==> config.mk <==
export PLATFORM = sky130hd
export DESIGN_NAME = push_debouncer
export DESIGN_NICKNAME = d
export VERILOG_FILES = /design/src/rtl/push_debouncer_pkg.sv /design/src/rtl/push_debounce_ch.sv /design/src/rtl/push_debouncer.sv
export SDC_FILE = /design/constraint.sdc
export NUM_CORES = 1
export LEC_CHECK = 0
export ABC_AREA = 1
export BUFFER_PORTS_ARGS = -buffer_cell sky130_fd_sc_hd__buf_2
export CAP_MARGIN = 20
export CORE_MARGIN = 5
export CORE_UTILIZATION = 39
export CTS_CLUSTER_SIZE = 30
export DETAILED_ROUTE_END_ITERATION = 12
export HOLD_SLACK_MARGIN = 0.12
export PLACE_DENSITY = 0.6
export SETUP_SLACK_MARGIN = 0.5
export SLEW_MARGIN = 40
export SYNTH_ARGS = -nofsm -noshare
export SYNTH_HDL_FRONTEND = slang
export SYNTH_SLANG_ARGS = --single-unit
==> constraint.sdc <==
create_clock -name i_Clk -period 1.9 [get_ports i_Clk]
set_clock_uncertainty 0.15 [all_clocks]
set_input_delay 0.38 -clock i_Clk [delete_from_list [all_inputs] [get_ports i_Clk]]
set_output_delay 0.38 -clock i_Clk [all_outputs]
set_load 0.005 [all_outputs]
==> src/rtl/push_debouncer_pkg.sv <==
// Shared types and default 50 MHz timing constants for the push-button debouncer.
package push_debouncer_pkg;

   typedef enum logic [1:0] {
      RELEASED,
      PRESS_CHK,
      PRESSED,
      RELEASE_CHK
   } deb_state_t;

   localparam int DEB_CYC_50MHZ_20MS  = 1_000_000;
   localparam int REP_DLY_50MHZ_500MS = 25_000_000;
   localparam int REP_PER_50MHZ_100MS = 5_000_000;

   function automatic int maxInt(input int a, input int b);
      return (a > b) ? a : b;
   endfunction

endpackage

==> src/rtl/push_debounce_ch.sv <==
// Single-button channel: 2-flop synchroniser, debounce FSM and stability counter.
// Optional hold-to-repeat press strobes when PUSH_DEBOUNCER_REPEAT_EN is defined.
module push_debounce_ch
   import push_debouncer_pkg::*;
#(
   parameter int DEBOUNCE_CYC   = DEB_CYC_50MHZ_20MS,
   parameter int REPEAT_DLY_CYC = REP_DLY_50MHZ_500MS,
   parameter int REPEAT_PER_CYC = REP_PER_50MHZ_100MS
) (
   input  logic clk_i,
   input  logic rst_i,
   input  logic pushRaw_i,
   output logic push_o,
   output logic press_o,
   output logic release_o
);

   localparam int CW = (DEBOUNCE_CYC > 2) ? $clog2(DEBOUNCE_CYC) : 1;
   localparam logic [CW-1:0] CNT_LAST = CW'(DEBOUNCE_CYC - 1);

   logic syncA_q, syncB_q;
   deb_state_t state_q, state_d;
   logic [CW-1:0] cnt_q, cnt_d;
   logic push_q, push_d;
   logic press_q, press_d;
   logic release_q, release_d;
   logic repFire;

   // Synchroniser idles at 1 so reset looks like a released button.
   always_ff @(posedge clk_i or posedge rst_i) begin
      if (rst_i) begin
         syncA_q <= 1'b1;
         syncB_q <= 1'b1;
      end else begin
         syncA_q <= pushRaw_i;
         syncB_q <= syncA_q;
      end
   end

   always_ff @(posedge clk_i or posedge rst_i) begin
      if (rst_i) begin
         state_q   <= RELEASED;
         cnt_q     <= '0;
         push_q    <= 1'b1;
         press_q   <= 1'b0;
         release_q <= 1'b0;
      end else begin
         state_q   <= state_d;
         cnt_q     <= cnt_d;
         push_q    <= push_d;
         press_q   <= press_d;
         release_q <= release_d;
      end
   end

   // Any disagreement with the candidate level drops back and restarts the check.
   always_comb begin
      state_d = state_q;
      cnt_d   = cnt_q;
      unique case (state_q)
         RELEASED: begin
            if (!syncB_q) begin
               state_d = PRESS_CHK;
               cnt_d   = '0;
            end
         end
         PRESS_CHK: begin
            if (syncB_q) begin
               state_d = RELEASED;
            end else if (cnt_q == CNT_LAST) begin
               state_d = PRESSED;
            end else begin
               cnt_d = cnt_q + 1'b1;
            end
         end
         PRESSED: begin
            if (syncB_q) begin
               state_d = RELEASE_CHK;
               cnt_d   = '0;
            end
         end
         RELEASE_CHK: begin
            if (!syncB_q) begin
               state_d = PRESSED;
            end else if (cnt_q == CNT_LAST) begin
               state_d = RELEASED;
            end else begin
               cnt_d = cnt_q + 1'b1;
            end
         end
         default: state_d = RELEASED;
      endcase
   end

   always_comb begin
      push_d    = push_q;
      press_d   = repFire;
      release_d = 1'b0;
      unique case (state_q)
         PRESS_CHK: begin
            if (!syncB_q && cnt_q == CNT_LAST) begin
               push_d  = 1'b0;
               press_d = 1'b1;
            end
         end
         RELEASE_CHK: begin
            if (syncB_q && cnt_q == CNT_LAST) begin
               push_d    = 1'b1;
               release_d = 1'b1;
            end
         end
         default: ;
      endcase
   end

`ifdef PUSH_DEBOUNCER_REPEAT_EN
   localparam int RW = $clog2(maxInt(REPEAT_DLY_CYC, REPEAT_PER_CYC));
   localparam logic [RW-1:0] DLY_LAST = RW'(REPEAT_DLY_CYC - 1);
   localparam logic [RW-1:0] PER_LAST = RW'(REPEAT_PER_CYC - 1);

   logic [RW-1:0] rep_q, rep_d;
   logic repPeriodic_q, repPeriodic_d;

   // Hold timer counts only in PRESSED, freezes in RELEASE_CHK, clears in RELEASED.
   always_comb begin
      rep_d         = rep_q;
      repPeriodic_d = repPeriodic_q;
      repFire       = 1'b0;
      if (state_q == RELEASED) begin
         rep_d         = '0;
         repPeriodic_d = 1'b0;
      end else if (state_q == PRESSED) begin
         if (rep_q == (repPeriodic_q ? PER_LAST : DLY_LAST)) begin
            repFire       = 1'b1;
            rep_d         = '0;
            repPeriodic_d = 1'b1;
         end else begin
            rep_d = rep_q + 1'b1;
         end
      end
   end

   always_ff @(posedge clk_i or posedge rst_i) begin
      if (rst_i) begin
         rep_q         <= '0;
         repPeriodic_q <= 1'b0;
      end else begin
         rep_q         <= rep_d;
         repPeriodic_q <= repPeriodic_d;
      end
   end
`else
   assign repFire = 1'b0;
`endif

   assign push_o    = push_q;
   assign press_o   = press_q;
   assign release_o = release_q;

endmodule

==> src/rtl/push_debouncer.sv <==
// Multi-button debouncer: one independent push_debounce_ch per button bit.
// Define PUSH_DEBOUNCER_REPEAT_EN to enable hold-to-repeat press strobes.
module push_debouncer
   import push_debouncer_pkg::*;
#(
   parameter int NUM_BTN        = 2,
   parameter int DEBOUNCE_CYC   = DEB_CYC_50MHZ_20MS,
   parameter int REPEAT_DLY_CYC = REP_DLY_50MHZ_500MS,
   parameter int REPEAT_PER_CYC = REP_PER_50MHZ_100MS
) (
   input  logic               i_Clk,
   input  logic               i_Rst,
   input  logic [NUM_BTN-1:0] i_Push,
   output logic [NUM_BTN-1:0] o_Push,
   output logic [NUM_BTN-1:0] o_Press,
   output logic [NUM_BTN-1:0] o_Release
);

   for (genvar b = 0; b < NUM_BTN; b++) begin : gChannel
      push_debounce_ch #(
         .DEBOUNCE_CYC   (DEBOUNCE_CYC),
         .REPEAT_DLY_CYC (REPEAT_DLY_CYC),
         .REPEAT_PER_CYC (REPEAT_PER_CYC)
      ) uChannel (
         .clk_i     (i_Clk),
         .rst_i     (i_Rst),
         .pushRaw_i (i_Push[b]),
         .push_o    (o_Push[b]),
         .press_o   (o_Press[b]),
         .release_o (o_Release[b])
      );
   end

endmodule

Word level (Yosys, flattened, before mapping):

Cells that the tools add are included.

* eq/ne operators: 24
* muxes and demuxes: 40
* $add $sub $neg: 2
* reduce and logical (&&, ||, !) cells: 16

Operator list (count)
* 20-bit two-way mux: 10
* 20-bit one-hot mux with 4 select lines: 2
* 20-bit by 1-bit adder with 20-bit output (second input constant): 2
* 20-bit equality test (second input constant): 2
* 2-bit two-way mux: 12
* 2-bit by 1-bit != test with 1-bit output (second input constant): 8
* 2-bit one-hot mux with 4 select lines: 2
* 4-bit AND reduction: 4
* 1-bit two-way mux: 12
* 2-bit equality test (second input constant): 4
* 2-bit != test (second input constant): 4
* 3-bit by 1-bit != test with 1-bit output (second input constant): 2
* 3-bit != test (second input constant): 2
* 3-bit AND reduction: 2
* 2-bit by 1-bit equality test with 1-bit output (second input constant): 2
* 1-bit logical AND: 4
* 2-bit zero test: 2
* 1-bit one-hot mux with 2 select lines: 2
* 2-bit nonzero test: 2
* 1-bit zero test: 2

* bits in registers: 54

Logic depth before layout (Yosys ltp):

* word-level depth: 4
* gate-level depth with buffers: 10

Hierarchy:

A second synthesis with hierarchy kept.

* cell total of the unflattened synthesis: 470
* area, all modules: 3420.8 µm²

By module, submodules not included
* push_debounce_ch: cells an instance 235, sequential area each 679.4 µm², area an instance 1710.4 µm², times used 2

Worst setup path before layout:

Ideal clock, no wire load.

* path type: register to register
* start point: reg gChannel[0].uChannel.cnt_q[0]
* end point: reg gChannel[0].uChannel.cnt_q[14]
* stages on the path, launching flop included: 8
* setup slack: 257 ps
* arrival: 1367 ps
* setup time: 126 ps
* buffers on the path: 1
* clock period less this slack: 1643 ps
* cell sequence: dfrtp_1 ha_1 nand3_2 nor2_2 nand4_2 nand2_4 buf_6 o21ai_0

* word-level cells in the longest chain between the ends: 4
* elaborated cells on any way between the ends: 6

Ends and longest elaborated chain
* start: declaration: RTL line push_debounce_ch.sv:23 `logic [CW-1:0] cnt_q, cnt_d;`
* start signal: assignment: RTL line push_debounce_ch.sv:49 `cnt_q <= cnt_d;`
* 20-bit by 1-bit adder with 20-bit output or 20-bit equality test (tied branches)
* 20-bit two-way mux *: RTL line push_debounce_ch.sv:70, push_debounce_ch.sv:85
* 20-bit two-way mux, on equally long branches: RTL line push_debounce_ch.sv:83, push_debounce_ch.sv:68
* 20-bit one-hot mux with 4 select lines *: RTL line push_debounce_ch.sv:60 `unique case (state_q)`

Mark *: on every way between the ends. The rest lies on a longest branch, timed or not. The select of a mux whose other input is x is not followed.
A chain may end at the register's enable or synchronous reset.

Worst setup path after layout:

* start point: reg gChannel[1].uChannel.cnt_q[5]
* end point: reg gChannel[1].uChannel.cnt_q[2]

* word-level cells in the longest chain between the ends: 4
* elaborated cells on any way between the ends: 5

Ends and longest elaborated chain (RTL line)
* start: declaration: push_debounce_ch.sv:23
* start signal: assignment: push_debounce_ch.sv:49
* 20-bit equality test *: push_debounce_ch.sv:70, push_debounce_ch.sv:85
* 20-bit two-way mux *
* 20-bit two-way mux, on equally long branches
* 20-bit one-hot mux with 4 select lines *

Marked as above.

==> summary.txt <==
Clock network
  • CTS tree: yes
  • Clock buffer depth: 2
  • Clock latency on the worst-skew pair: between 300 and 400 ps
  • Cell at the root of the clock tree: clkbuf_8
  • Inserted Clock Buffers: 5
  • CTS H-tree depth: 2
  • Clock slew at reported path FFs: approximately 120 ps
  • Clk sinks: 54

Route
  • Residual DRC: 0
  • Vias per Instance: between 5 and 6
  • Routed WL per cell: ~14 um
  • WL final: between 8000 and 9000 um
  • Drt pass-1 iters: 4
  • Total number of vias: 3174
  • Routed Antenna Nets: 0
  • DRT iter0 DRCs: 130

Cells and area
  • Synthesis-to-layout area growth: 40.2%
  • Nets: 525
  • Fin util: about 56%
  • Register Area: ~1400 um2
  • Share of cells above drive strength 1: ~44%
  • Filler cells: between 700 and 800
  • N_diodes: 0
  • Multi-input logic area: approximately 2200 um2

Timing
  • Setup slack after layout: 215 ps
  • Worst-Margin Slew: 451 ps
  • Fin crit share: 88.7%
  • Fin. Hold Viols: 0
  • Max Freq: roughly 0.6 GHz
  • Worst rel slew slack: 69.9%
  • Max-slew violations: 0
  • TNS Setup: 0 ps
  • RSZ-0062 raised after global routing: true
  • Fin Hold WS: 212 ps
  • Final setup vio count: 0
  • Tmin final: between 1500 and 2000 ps

Critical path
  • Max incr delay on CP: 420 ps
  • CP arrival: 1780 ps
  • CP Launch Type: flip-flop
  • R2R Setup Slk: about 210 ps
  • CP Class: flip-flop to flip-flop
  • Critical path fanouts, max: 7
  • Slowest CP cell: dfrtp_1
  • Worst setup EP type: flip-flop
  • FF-to-FF End: gChannel[1].uChannel.cnt_q[2]$_DFFE_PP0P_
  • CP required: 2000 ps
  • Worst path top cell family by delay: simple AND/OR/NAND/NOR gates
  • Worst r2r src: gChannel[1].uChannel.cnt_q[5]$_DFFE_PP0P_
  • Crit path buf inv count: 0
  • Cells on worst reg2reg path: 8
  • CP Cell Sequence: nand2_2 -> nor2_2 -> nand3_2 -> nor2_4 -> nand3_4 -> nand2_4 -> nand2_1 -> o21ai_0

Outcome
  • Status: finished, final reports clean

Pwr
  • Max VDD drop: 0.329 mV
  • PnR Total Power: around 2.3 mW
  • Cell Pwr Density: 510 nW/um2
  • Leak: approximately 2.1 nW

Global routing
  • First-pass GRT wire length: about 15000 um
  • GRT Total Usage: 18.1%
  • Initial antenna violation count: 0
  • GR Overflow Total: 0
  • Vias in the first global route: ~3100
  • Pin count of the biggest net entering global routing: 20

Floorplanning
  • Die X: between 100 and 150 um
  • Num ports: 10
  • Die area: 10300 um2
  • FP Rows: 33
  • Die height: approximately 100 um
  • Core box area: approximately 8200 um2
  • Initial Util: 39.9%

Logic synthesis
  • Area of the mapped netlist: 3280 um2
  • Post-synth cell types: 29
  • Gate Count Post-Synth: around 450
  • Mean cell area of the mapped netlist: approximately 7.3 um2
  • Yosys Warn Count: 0
  • Synth Register Bits: between 50 and 60
  • Net Count, Synth: approximately 450
  • Sequential area share after synthesis: roughly two fifths

Hold path
  • Endpoint, Worst Hold: gChannel[1].uChannel.syncB_q$_DFF_PP1_
  • Tightest Hold Check Type: flip-flop to flip-flop
  • Worst Hold Depth: 0
  • Hold Startpoint: gChannel[1].uChannel.syncA_q$_DFF_PP1_

Place
  • Placement Setup Slack: ~150 ps
  • # port buffers: 9
  • Gp weighted congestion: between 0.9 and 1
  • DP HPWL: around 5500 um

Flow run
  • Maxcap violations: 0
## stage by stage
step,area [um2],instances
global route,4600,625
CTS,4330,617
finish,4600,625
floorplan,3390,448
global placement,3610,565
detailed placement,3610,565
## power by group
part	switching [mW]	internal (mW)	leakage, nW	total (mW)
registers	0.0398	1.18	0.710	1.22
logic	0.167	0.120	1.32	0.288
clock network	0.437	0.401	0.0587	0.837
## flip-flops by register name (all words and copies together) (netlist names), named ones only
name	count
gChannel.uChannel.push_o	2
gChannel.uChannel.release_o	2
gChannel.uChannel.state_q	2
gChannel.uChannel.press_o	2
gChannel.uChannel.syncA_q	2
gChannel.uChannel.cnt_q	40
gChannel.uChannel.syncB_q	2
## per-layer routing
layer | routed length, um | track usage [%] | vias to the layer above
li1 | - | - | 1553
met5 | 0 | 0 | -
met2 | 4690 | 32.9 | 87
met3 | 378 | 2.55 | 18
met1 | 3550 | 21.6 | 1516
met4 | 193 | 6.75 | 0
## how the worst max path moves through the flow
stage / start / end / slack (ps) / cells after the start
after floorplan: gChannel[1].uChannel.cnt_q[1]$_DFFE_PP0P_ / gChannel[1].uChannel.cnt_q[18]$_DFFE_PP0P_ / 380 / 8
after global placement: gChannel[0].uChannel.cnt_q[7]$_DFFE_PP0P_ / gChannel[0].uChannel.cnt_q[0]$_DFFE_PP0P_ / 170 / 8
after detailed placement: gChannel[0].uChannel.cnt_q[5]$_DFFE_PP0P_ / gChannel[0].uChannel.cnt_q[14]$_DFFE_PP0P_ / 150 / 9
after CTS: gChannel[1].uChannel.cnt_q[0]$_DFFE_PP0P_ / gChannel[1].uChannel.cnt_q[18]$_DFFE_PP0P_ / 280 / 8
after global routing: gChannel[1].uChannel.cnt_q[0]$_DFFE_PP0P_ / gChannel[1].uChannel.cnt_q[16]$_DFFE_PP0P_ / 130 / 9
final: gChannel[1].uChannel.cnt_q[5]$_DFFE_PP0P_ / gChannel[1].uChannel.cnt_q[2]$_DFFE_PP0P_ / 210 / 8
## cell type report
type                       count  share of cell area [%]
clock buffer                   5                    1.50
inverter                      34                    3.02
sequential                    54                    29.8
tap                          105                    2.86
timing repair buffer          75                    14.3
multi-input combinational    349                    47.5
clock inverter                 3                    1.03
## synth_stat cells
library cell | number | area, um2
ha_1 | 2 | 25.0
xor2_1 | 18 | 158
o21ai_2 | 13 | 114
o21ai_0 | 11 | 55.1
buf_6 | 5 | 56.3
nand2_4 | 2 | 22.5
nand3_1 | 39 | 195
or2_2 | 2 | 12.5
nor2_2 | 4 | 25.0
inv_2 | 1 | 3.75
buf_4 | 7 | 52.6
nor3_1 | 5 | 25.0
inv_1 | 33 | 124
nand3_2 | 4 | 40.0
nand2_1 | 155 | 582
nand4_1 | 7 | 43.8
nand4_2 | 1 | 12.5
dfrtp_1 | 48 | 1200
nand3b_1 | 3 | 22.5
dfstp_2 | 6 | 158
and2_1 | 1 | 6.26
nor3b_1 | 1 | 7.51
and2_2 | 1 | 7.51
clkbuf_1 | 1 | 3.75
o21bai_1 | 1 | 7.51
nand2_2 | 2 | 12.5
nor2_1 | 69 | 259
buf_2 | 2 | 10.0
xnor2_1 | 4 | 35.0
## repair_timing
item                                    CTS  global route
pin swaps                                36            25
endpoints found under the hold margin    16             0
endpoints found under the setup margin   51            52
hold buffers                              3             0
buffers inserted                         36             8
gates cloned                              5             0
gates resized for setup                  75            65
## worst reg2reg max path, stage by stage (launching register included)
cell,delay (ps)
dfrtp_1,420
nand2_2,110
nor2_2,110
nand3_2,120
nor2_4,180
nand3_4,200
nand2_4,190
nand2_1,60
o21ai_0,70
## kinds of logic after synthesis
| family | count (synthesis) | synth area share (%) |
|---|---|---|
| simple gates | 296 | 38.9 |
| flops | 54 | 41.5 |
| buf+inv | 49 | 7.64 |
| compound gates | 25 | 5.38 |
| xor+xnor | 22 | 5.88 |
| fa+ha+maj | 2 | 0.764 |
## cells in the final DEF (no fill, tap or decap), types with 2 or more instances in the layout
cell type / count
nor2_4: 7
inv_1: 24
nor3_4: 3
nand2_1: 108
nor2_1: 46
clkbuf_8: 5
inv_2: 6
nand4_1: 7
buf_12: 4
nand2_4: 18
nand3_1: 31
buf_4: 49
buf_6: 10
dfstp_2: 6
nor2_2: 20
inv_4: 3
xnor2_1: 4
dlygate4sd3_1: 3
o21ai_2: 18
ha_4: 2
dfrtp_2: 9
nor3_2: 2
nand2_2: 35
nand2_8: 2
nand3_2: 8
xor2_1: 18
o21ai_1: 5
buf_2: 8
nand3_4: 4
dfrtp_1: 39
nand3b_1: 3
Power figures use the tool's default switching activity.
